--- config.mk ---
export PLATFORM = sky130hd
export DESIGN_NAME = fetch_sequencer
export DESIGN_NICKNAME = d
export VERILOG_FILES = /design/src/rtl/fetch_sequencer.sv
export SDC_FILE = /design/constraint.sdc
export NUM_CORES = 1
export LEC_CHECK = 0
export BUFFER_PORTS_ARGS = -buffer_cell sky130_fd_sc_hd__clkbuf_2
export CORE_MARGIN = 3
export CORE_UTILIZATION = 45
export DETAILED_ROUTE_END_ITERATION = 16
export GPL_TIMING_DRIVEN = 0
export PLACE_DENSITY = 0.72
export SYNTH_ARGS = -nofsm -noshare
export SYNTH_HDL_FRONTEND = slang
export SYNTH_SLANG_ARGS = --single-unit
--- constraint.sdc ---
create_clock -name Clk -period 5.2 [get_ports Clk]
set_input_delay 0.52 -clock Clk [delete_from_list [all_inputs] [get_ports Clk]]
set_output_delay 0.52 -clock Clk [all_outputs]
set_load 0.01 [all_outputs]
--- src/rtl/fetch_sequencer.sv ---
// Instruction fetch controller: owns the PC, issues one req/ack read at a time and
// presents each fetched word with its PC to decode over a valid/ready handshake.
module fetch_sequencer #(
   parameter int unsigned        ADDR_W   = 32,
   parameter int unsigned        INSTR_W  = 32,
   parameter logic [ADDR_W-1:0]  RESET_PC = '0
) (
   input  logic               Clk,
   input  logic               Reset,
   input  logic               Fetch_En,
   input  logic               Redirect_Valid,
   input  logic [ADDR_W-1:0]  Redirect_PC,
   output logic               Mem_Req,
   output logic [ADDR_W-1:0]  Mem_Addr,
   input  logic               Mem_Ack,
   input  logic [INSTR_W-1:0] Mem_Rdata,
   output logic               Instr_Valid,
   input  logic               Instr_Ready,
   output logic [INSTR_W-1:0] Instr_Code,
   output logic [ADDR_W-1:0]  Instr_PC,
   output logic [ADDR_W-1:0]  Fetch_PC
);

   typedef enum logic [1:0] {StIdle, StReq, StHold} state_e;

   state_e             state_q;
   logic [ADDR_W-1:0]  pc_q;
   logic [ADDR_W-1:0]  hold_addr_q;
   logic               squash_q;
   logic               mem_req_q;
   logic               instr_valid_q;
   logic [INSTR_W-1:0] instr_code_q;
   logic [ADDR_W-1:0]  instr_pc_q;
   logic [ADDR_W-1:0]  redirect_tgt;

   assign redirect_tgt = {Redirect_PC[ADDR_W-1:2], 2'b00};

   always_ff @(posedge Clk or negedge Reset) begin
      if (!Reset) begin
         state_q       <= StIdle;
         pc_q          <= RESET_PC;
         hold_addr_q   <= RESET_PC;
         squash_q      <= 1'b0;
         mem_req_q     <= 1'b0;
         instr_valid_q <= 1'b0;
         instr_code_q  <= '0;
         instr_pc_q    <= '0;
      end else begin
         unique case (state_q)
            StIdle: begin
               if (Redirect_Valid) pc_q <= redirect_tgt;
               if (Fetch_En) begin
                  state_q   <= StReq;
                  mem_req_q <= 1'b1;
               end
            end
            StReq: begin
               if (Mem_Ack) begin
                  if (squash_q || Redirect_Valid) begin
                     // Returned word belongs to a dead stream; reissue at the current PC.
                     squash_q <= 1'b0;
                     if (Redirect_Valid) pc_q <= redirect_tgt;
                  end else begin
                     instr_code_q  <= Mem_Rdata;
                     instr_pc_q    <= pc_q;
                     instr_valid_q <= 1'b1;
                     pc_q          <= pc_q + ADDR_W'(4);
                     mem_req_q     <= 1'b0;
                     state_q       <= StHold;
                  end
               end else if (Redirect_Valid) begin
                  // Keep presenting the in-flight address; a repeat redirect must not clobber it.
                  if (!squash_q) hold_addr_q <= pc_q;
                  squash_q <= 1'b1;
                  pc_q     <= redirect_tgt;
               end
            end
            StHold: begin
               if (Redirect_Valid) begin
                  instr_valid_q <= 1'b0;
                  pc_q          <= redirect_tgt;
                  mem_req_q     <= 1'b1;
                  state_q       <= StReq;
               end else if (Instr_Ready) begin
                  instr_valid_q <= 1'b0;
                  mem_req_q     <= 1'b1;
                  state_q       <= StReq;
               end
            end
            default: state_q <= StIdle;
         endcase
      end
   end

   assign Mem_Req     = mem_req_q;
   assign Mem_Addr    = squash_q ? hold_addr_q : pc_q;
   assign Instr_Valid = instr_valid_q;
   assign Instr_Code  = instr_code_q;
   assign Instr_PC    = instr_pc_q;
   assign Fetch_PC    = pc_q;

endmodule
==> flow_metrics.py, run 1 <==
metrics = {
    "logic_synthesis": {
        "synth_area_leaders": "dfrtp_1 (54%), nand2_1 (13%), mux2_2 (10%)",
        "yosysMostFrequentCell": "nand2_1",
        "synth_nets": 718,
        "synth-edff-count": 0,
        "seq_area_frac_synth_pct": 54.08,
        "ys_seq_elements": 133,
        "async_flop_share_pct": 100.0,
        "ys_warn_count": 0,
        "synth_cells": 647,
        "ys_types": 45,
        "synth_flop_cell": "dfrtp_1",
        "avgSynthCellArea_um2": 9.513,
        "synth_top_cell_by_area": "dfrtp_1",
        "synth_top_area_share_pct": 54.08,
        "synth_common_cells": "nand2_1 (213), dfrtp_1 (133), mux2_2 (57), o21ai_0 (33), clkbuf_1 (30)",
        "syn_area_mm2": 0.006155,
    },
    "die": {
        "core_area_mm2": 0.01330,
        "die-area_mm2": 0.01512,
        "initial_core_util_pct": 46.29,
        "die_h_um": 123.0,
        "die_x_um": 123.0,
        "placementRows": 42,
        "io_pins": 200,
    },
    "grt": {
        "grt_usage_pct": 24.60,
        "antenna_found_initial": 0,
        "grt_pass1_wl_mm": 28.02,
        "grt_pass1_vias": 5206,
        "grt_max_degree": 111,
        "overflow": 0,
    },
    "setup_path": {
        "worstSetupStartpointType": "flop",
        "critical_path_class": "reg -> out",
        "r2r_start": "state_q[1]",
        "r2r_slack_ps": 2960,
        "cp.required_ps": 4680,
        "reg2reg_to": "Instr_PC[17]",
        "crit_path_end_kind": "output pin",
        "r2r_cells": 6,
        "critPathMaxFanout": 10,
        "crit_arrival_ps": 2090,
    },
    "detailed_routing": {
        "drtIter0Drc": 415,
        "wl_per_cell_um": 17.53,
        "drcViolationCount": 0,
        "first_pass_iters": 5,
        "routed_wl_mm": 18.42,
        "vias": 5630,
        "ant_nets": 0,
        "viasPerCell": 5.357,
    },
    "timing": {
        "rsz0062_at_grt": "no",
        "worst_slack_ps": 2591,
        "hold_viol_final": 0,
        "fin_crit_sh_pct": 50.18,
        "max_slew_margin_pct": 56.36,
        "finalSetupTns_ps": 0,
        "max_freq_ghz": 0.3832,
        "layout_min_cycle_time_ps": 2609,
        "setup_viol": 0,
        "slew_violations": 0,
        "finClkSkew_ps": 8.451,
        "worst_pin_slew_ps": 654.7,
    },
    "final_layout": {
        "diodes": 0,
        "final_nets": 936,
        "drive_gt1_share_pct": 34.51,
        "area.growth.synth_to_final_pct": 28.91,
        "fillers": 1202,
    },
    "clock_network": {
        "cts_root_buf": "clkbuf_16",
        "cts_tree": "done",
        "htreeDepth": 4,
        "clock_path_buffers": 2,
        "clk_latency_ps": 420,
        "cts_resized": 0,
        "clkTransAtPathRegs_ps": 60,
        "cts_sinks": 133,
        "postCtsSetupBuffers": 0,
        "cts_inserted_buffers": 17,
    },
    "placement": {
        "post-place-ws_ps": 2997,
        "dpl.hpwl_mm": 13.46,
        "gp_congestion": 0.9030,
        "port_buffers": 197,
    },
    "worst_hold_path": {
        "hold_end": "Instr_Code[9]",
        "hold_class": "in -> reg",
        "hold_depth": 3,
        "worstHoldStart": "Mem_Rdata[9]",
    },
    "pwr": {
        "irDropWorstVdd_mv": 0.3373,
        "leakagePower_uw": 0.004048,
        "p_per_area_mw_per_mm2": 615.2,
    },
    "job": {
        "maxCapViolations": 0,
    },
    "run_status": {
        "status": "completed",
    },
}
==> power by group <==
group	total (uW)	internal [uW]	leakage (uW)	switching (uW)
registers	1820	1470	0.00164	348
clock network	1070	660	0.000267	415
logic	1980	824	0.00215	1160
total	4880	2960	0.00405	1920
==> through the flow <==
| step | hold slack [ps] | utilization, % | total power [uW] | instance area, um2 | cells |
|---|---|---|---|---|---|
| 2_1_floorplan | 224.4 | - | 2940 | 6155 | 647 |
| 3_3_place_gp | 457.5 | 55.36 | 3768 | 7361 | 1020 |
| 3_5_place_dp | 407.9 | 55.64 | 3821 | 7397 | 1021 |
| 4_1_cts | 281.2 | 59.67 | 4901 | 7934 | 1051 |
| 5_1_grt | 288.9 | 59.67 | 5219 | 7934 | 1051 |
| 6_report | 296.6 | 59.67 | 4881 | 7934 | 1051 |
==> worst max-delay path by stage <==
stage / from / end / slack [ps] / cells after the start
finish: squash_q / Mem_Addr[15] / 2590 / 4
global route: squash_q / Mem_Addr[23] / 2470 / 4
detailed placement: state_q[1] / Instr_PC[17] / 3000 / 6
global placement: Reset / hold_addr_q[9] / 1410 / 1
floorplan: Fetch_PC[3] / Fetch_PC[30] / 3310 / 5
CTS: squash_q / Mem_Addr[19] / 2600 / 4
==> cells in the final DEF, fill, tap and decap left out, types with 5 or more instances in the layout <==
cell type / instances
buf_2: 9
clkbuf_1: 32
clkinv_2: 5
nor3_1: 12
nand2_1: 213
o21ai_0: 33
clkbuf_2: 198
o22ai_1: 11
clkbuf_8: 6
inv_1: 8
dfrtp_1: 133
nand3_1: 19
nor2_1: 26
a22oi_1: 8
and3_1: 8
nand4_1: 11
clkbuf_16: 17
o211ai_1: 5
a21oi_1: 15
mux2_2: 57
==> flip-flops by register name (all words and copies together), names as in the netlist <==
| register | flops |
|---|---|
| Fetch_PC | 32 |
| Instr_Code | 32 |
| Instr_PC | 32 |
| Instr_Valid | 1 |
| Mem_Req | 1 |
| hold_addr_q | 32 |
| squash_q | 1 |
| state_q | 2 |
==> area by class of cell <==
class                           instances  area (um2)  area share (%)
Tap cell                              176       220.2           2.776
Clock inverter                          5       25.02          0.3154
Sequential cell                       133        3328           41.95
Timing Repair Buffer                  199        1032           13.01
Inverter                                8       30.03          0.3785
Clock buffer                           24       501.7           6.324
Buffer                                 44       178.9           2.255
Multi-Input combinational cell        462        2618           32.99
==> logic make-up after synthesis <==
group	Yosys count	share of synthesized area, %
compound gates	92	9.393
mux	59	10.75
flops	133	54.08
fa+ha+maj	1	0.2033
simple gates	310	22.18
buf+inv	52	3.395
==> critical path: stages, from the launching register on <==
cell and delay [ps]:
dfrtp_1 320, clkbuf_1 240, clkbuf_1 550, mux2_2 430, clkbuf_2 140
==> metal layers <==
layer / GRT usage, % / wire, um
met3: 6.908 / 1570
met1: 33.41 / 7778
met2: 38.09 / 8694
met5: 0 / 0
met4: 8.397 / 377
==> repair_timing <==
action | CTS | global route
endpoints found under the hold margin | 23 | 0
hold buffers | 1 | 0
endpoints found under the setup margin | 0 | 0
Note: power is estimated with default switching activity, not from simulation.
==> inputs of run 2 (changes only) <==
Settings changed: PLACE_DENSITY 0.72 to 0.75.
Clock period 5.2 ns to 2.2 ns, I/O delays scaled along.
==> run 2 against run 1 <==
Effect of this change: register-to-register slack worse by 2800 ps; core utilization is 3.1 points higher; critical path type unchanged; first-iteration DRC count is 24% higher; die area stayed put; non-clock buffer count is 31 higher.
==> flow_metrics.py, run 2 (synthesized netlist as in run 1, its figures left out) <==
metrics = {
    "setup_path": {
        "crit_chain": "clkbuf_1 > clkbuf_2 > mux2_2 > clkbuf_2",
        "worstSetupStartpointType": "flop",
        "critPathMaxFanout": 10,
        "crit_arrival_ps": 1870,
        "cp_top_family": "buffers and inverters",
        "cp_slowest_cell": "mux2_2",
        "critical_path_class": "reg -> out",
        "crit_buf_inv": 3,
        "cpPeakStageDelay_ps": 390,
        "crit_path_end_kind": "output pin",
        "crit_top_cell": "clkbuf_2",
        "cp.required_ps": 1980,
    },
    "detailed_routing": {
        "vias": 5755,
        "first_pass_iters": 5,
        "routed.top_layer": "met4",
        "wl_met1_mm": 7.782,
        "viasPerCell": 5.304,
        "drcViolationCount": 0,
        "met2_length_mm": 9.078,
        "wl_per_cell_um": 17.58,
        "dr_wl_met3_mm": 1.673,
        "ant_nets": 0,
        "drtIter0Drc": 514,
        "routed_wl_mm": 19.07,
    },
    "grt": {
        "grt_pass1_wl_mm": 29.01,
        "antenna_found_initial": 0,
        "grt_max_degree": 81,
        "grt_usage_pct": 25.32,
        "overflow": 0,
        "grt_pass1_vias": 5450,
    },
    "final_layout": {
        "drive_gt1_share_pct": 35.53,
        "multi_input_area_mm2": 0.002633,
        "final_nets": 967,
        "post_layout_nonfiller_instances": 1085,
        "fillers": 1124,
        "seqCellArea_mm2": 0.003328,
        "final_cell_mix": "nand2_1 (213), clkbuf_2 (210), dfrtp_1 (133)",
        "layout_commonest_cell": "nand2_1",
        "area.growth.synth_to_final_pct": 35.64,
        "final_area_mm2": 0.008348,
        "diodes": 0,
    },
    "clock_network": {
        "htreeDepth": 4,
        "cts_tree": "done",
        "cts_sinks": 133,
        "clk_latency_ps": 430,
        "cts_inserted_buffers": 17,
        "cts_root_buf": "clkbuf_16",
        "clock_path_buffers": 2,
        "clkTransAtPathRegs_ps": 60,
    },
    "timing": {
        "setup_viol": 0,
        "max_freq_ghz": 0.4788,
        "rsz0062_at_grt": "no",
        "finClkSkew_ps": 11.18,
        "slew_violations": 0,
        "worst_pin_slew_ps": 621.5,
        "layout_min_cycle_time_ps": 2089,
        "hold_viol_final": 0,
        "max_slew_margin_pct": 58.26,
        "fin_crit_sh_pct": 94.94,
        "fin_hold_ws_ps": 8.438,
    },
    "die": {
        "initial_core_util_pct": 46.29,
        "io_pins": 200,
        "core_area_mm2": 0.01330,
        "placementRows": 42,
        "die-area_mm2": 0.01512,
        "die_x_um": 123.0,
        "die_h_um": 123.0,
    },
    "job": {
        "maxCapViolations": 0,
    },
    "placement": {
        "dpl.hpwl_mm": 13.40,
        "port_buffers": 197,
        "gp_congestion": 0.9221,
        "placedInstanceArea_mm2": 0.007397,
        "dp_cells": 1021,
    },
    "pwr": {
        "p_per_area_mw_per_mm2": 1427,
        "leakagePower_uw": 0.004234,
        "swShare_pct": 39.13,
        "power.switching_uw": 4662,
        "p_comb_share_pct": 40.0,
        "finalPower_uw": 11910,
        "seqPwrFrac_pct": 36.3,
        "pwr-share-clk_pct": 23.7,
        "p_int_uw": 7252,
        "irDropWorstVdd_mv": 0.8265,
    },
    "worst_hold_path": {
        "hold_class": "in -> reg",
    },
    "run_status": {
        "status": "completed",
    },
}
==> run 2: changes by cell type in the layout (fill, tap and decap cells not counted), moves of 3 or more <==
cell	before	now
bufinv_16	0	3
clkbuf_1	32	18
dlygate4sd3_1	1	33
clkbuf_8	6	1
clkbuf_2	198	210
clkinvlp_4	0	5
==> run 2: what timing repair did <==
item,4_1_cts,5_1_grt
pin swaps,0,2
setup endpoints to repair,27,126
resized for setup,4,19
endpoints found under the hold margin,85,0
setup buffers,0,1
hold buffers,33,0
==> run 2: layer usage <==
metal	global-route usage (%)	vias to the layer above
li1	-	2721
met1	33.44	2729
met2	39.39	267
met3	6.908	38
met4	10.85	0
met5	0	-
==> run 2: worst paths after layout <==
check,from,end,slack [ps],depth (start not counted)
max in group asynchronous,Reset,Fetch_PC[7],1150,3
min reg2reg,Instr_Code[21],Instr_Code[21],470,2
min,Redirect_PC[15],Fetch_PC[15],8,3
min in group asynchronous,Reset,Instr_Code[7],320,2
max reg2reg,squash_q,Fetch_PC[30],110,8
max,squash_q,Mem_Addr[21],110,4
==> run 2: final cells by class <==
type	instances	share of cell area (%)
sequential	133	39.87
multi-input combinational	462	31.53
timing repair buffer	232	16.29
clock buffer	18	5.141
tap	176	2.638
buffer	42	2.233
clock inverter	14	1.933
inverter	8	0.3597
==> run 2: power groups by stage <==
stage | Combinational, uW | Clock (uW) | Sequential (uW)
3_5_place_dp | 4710 | 0 | 4310
6_report | 4760 | 2830 | 4330
4_1_cts | 4790 | 2860 | 4280
3_3_place_gp | 4630 | 0 | 4260
2_1_floorplan | 2460 | 0 | 4490
5_1_grt | 5230 | 3000 | 4460
==> run 2: worst register-to-register path, stage by stage, from the launching register on <==
cell,delay (ps)
dfrtp_1,350
clkbuf_1,170
nor2_1,280
and3_1,190
clkbuf_1,290
buf_2,330
o21ai_0,130
a21oi_1,160
nor2_1,60
==> run 2: through the flow <==
step                setup TNS [ps]  worst slack, ps  utilization (%)
global placement           -171500            -1303            55.36
global route                     0            1.515            62.79
finish                           0            111.2            62.79
CTS                              0            16.78            62.60
detailed placement          -55.67           -37.67            55.64
floorplan                        0            306.6                -
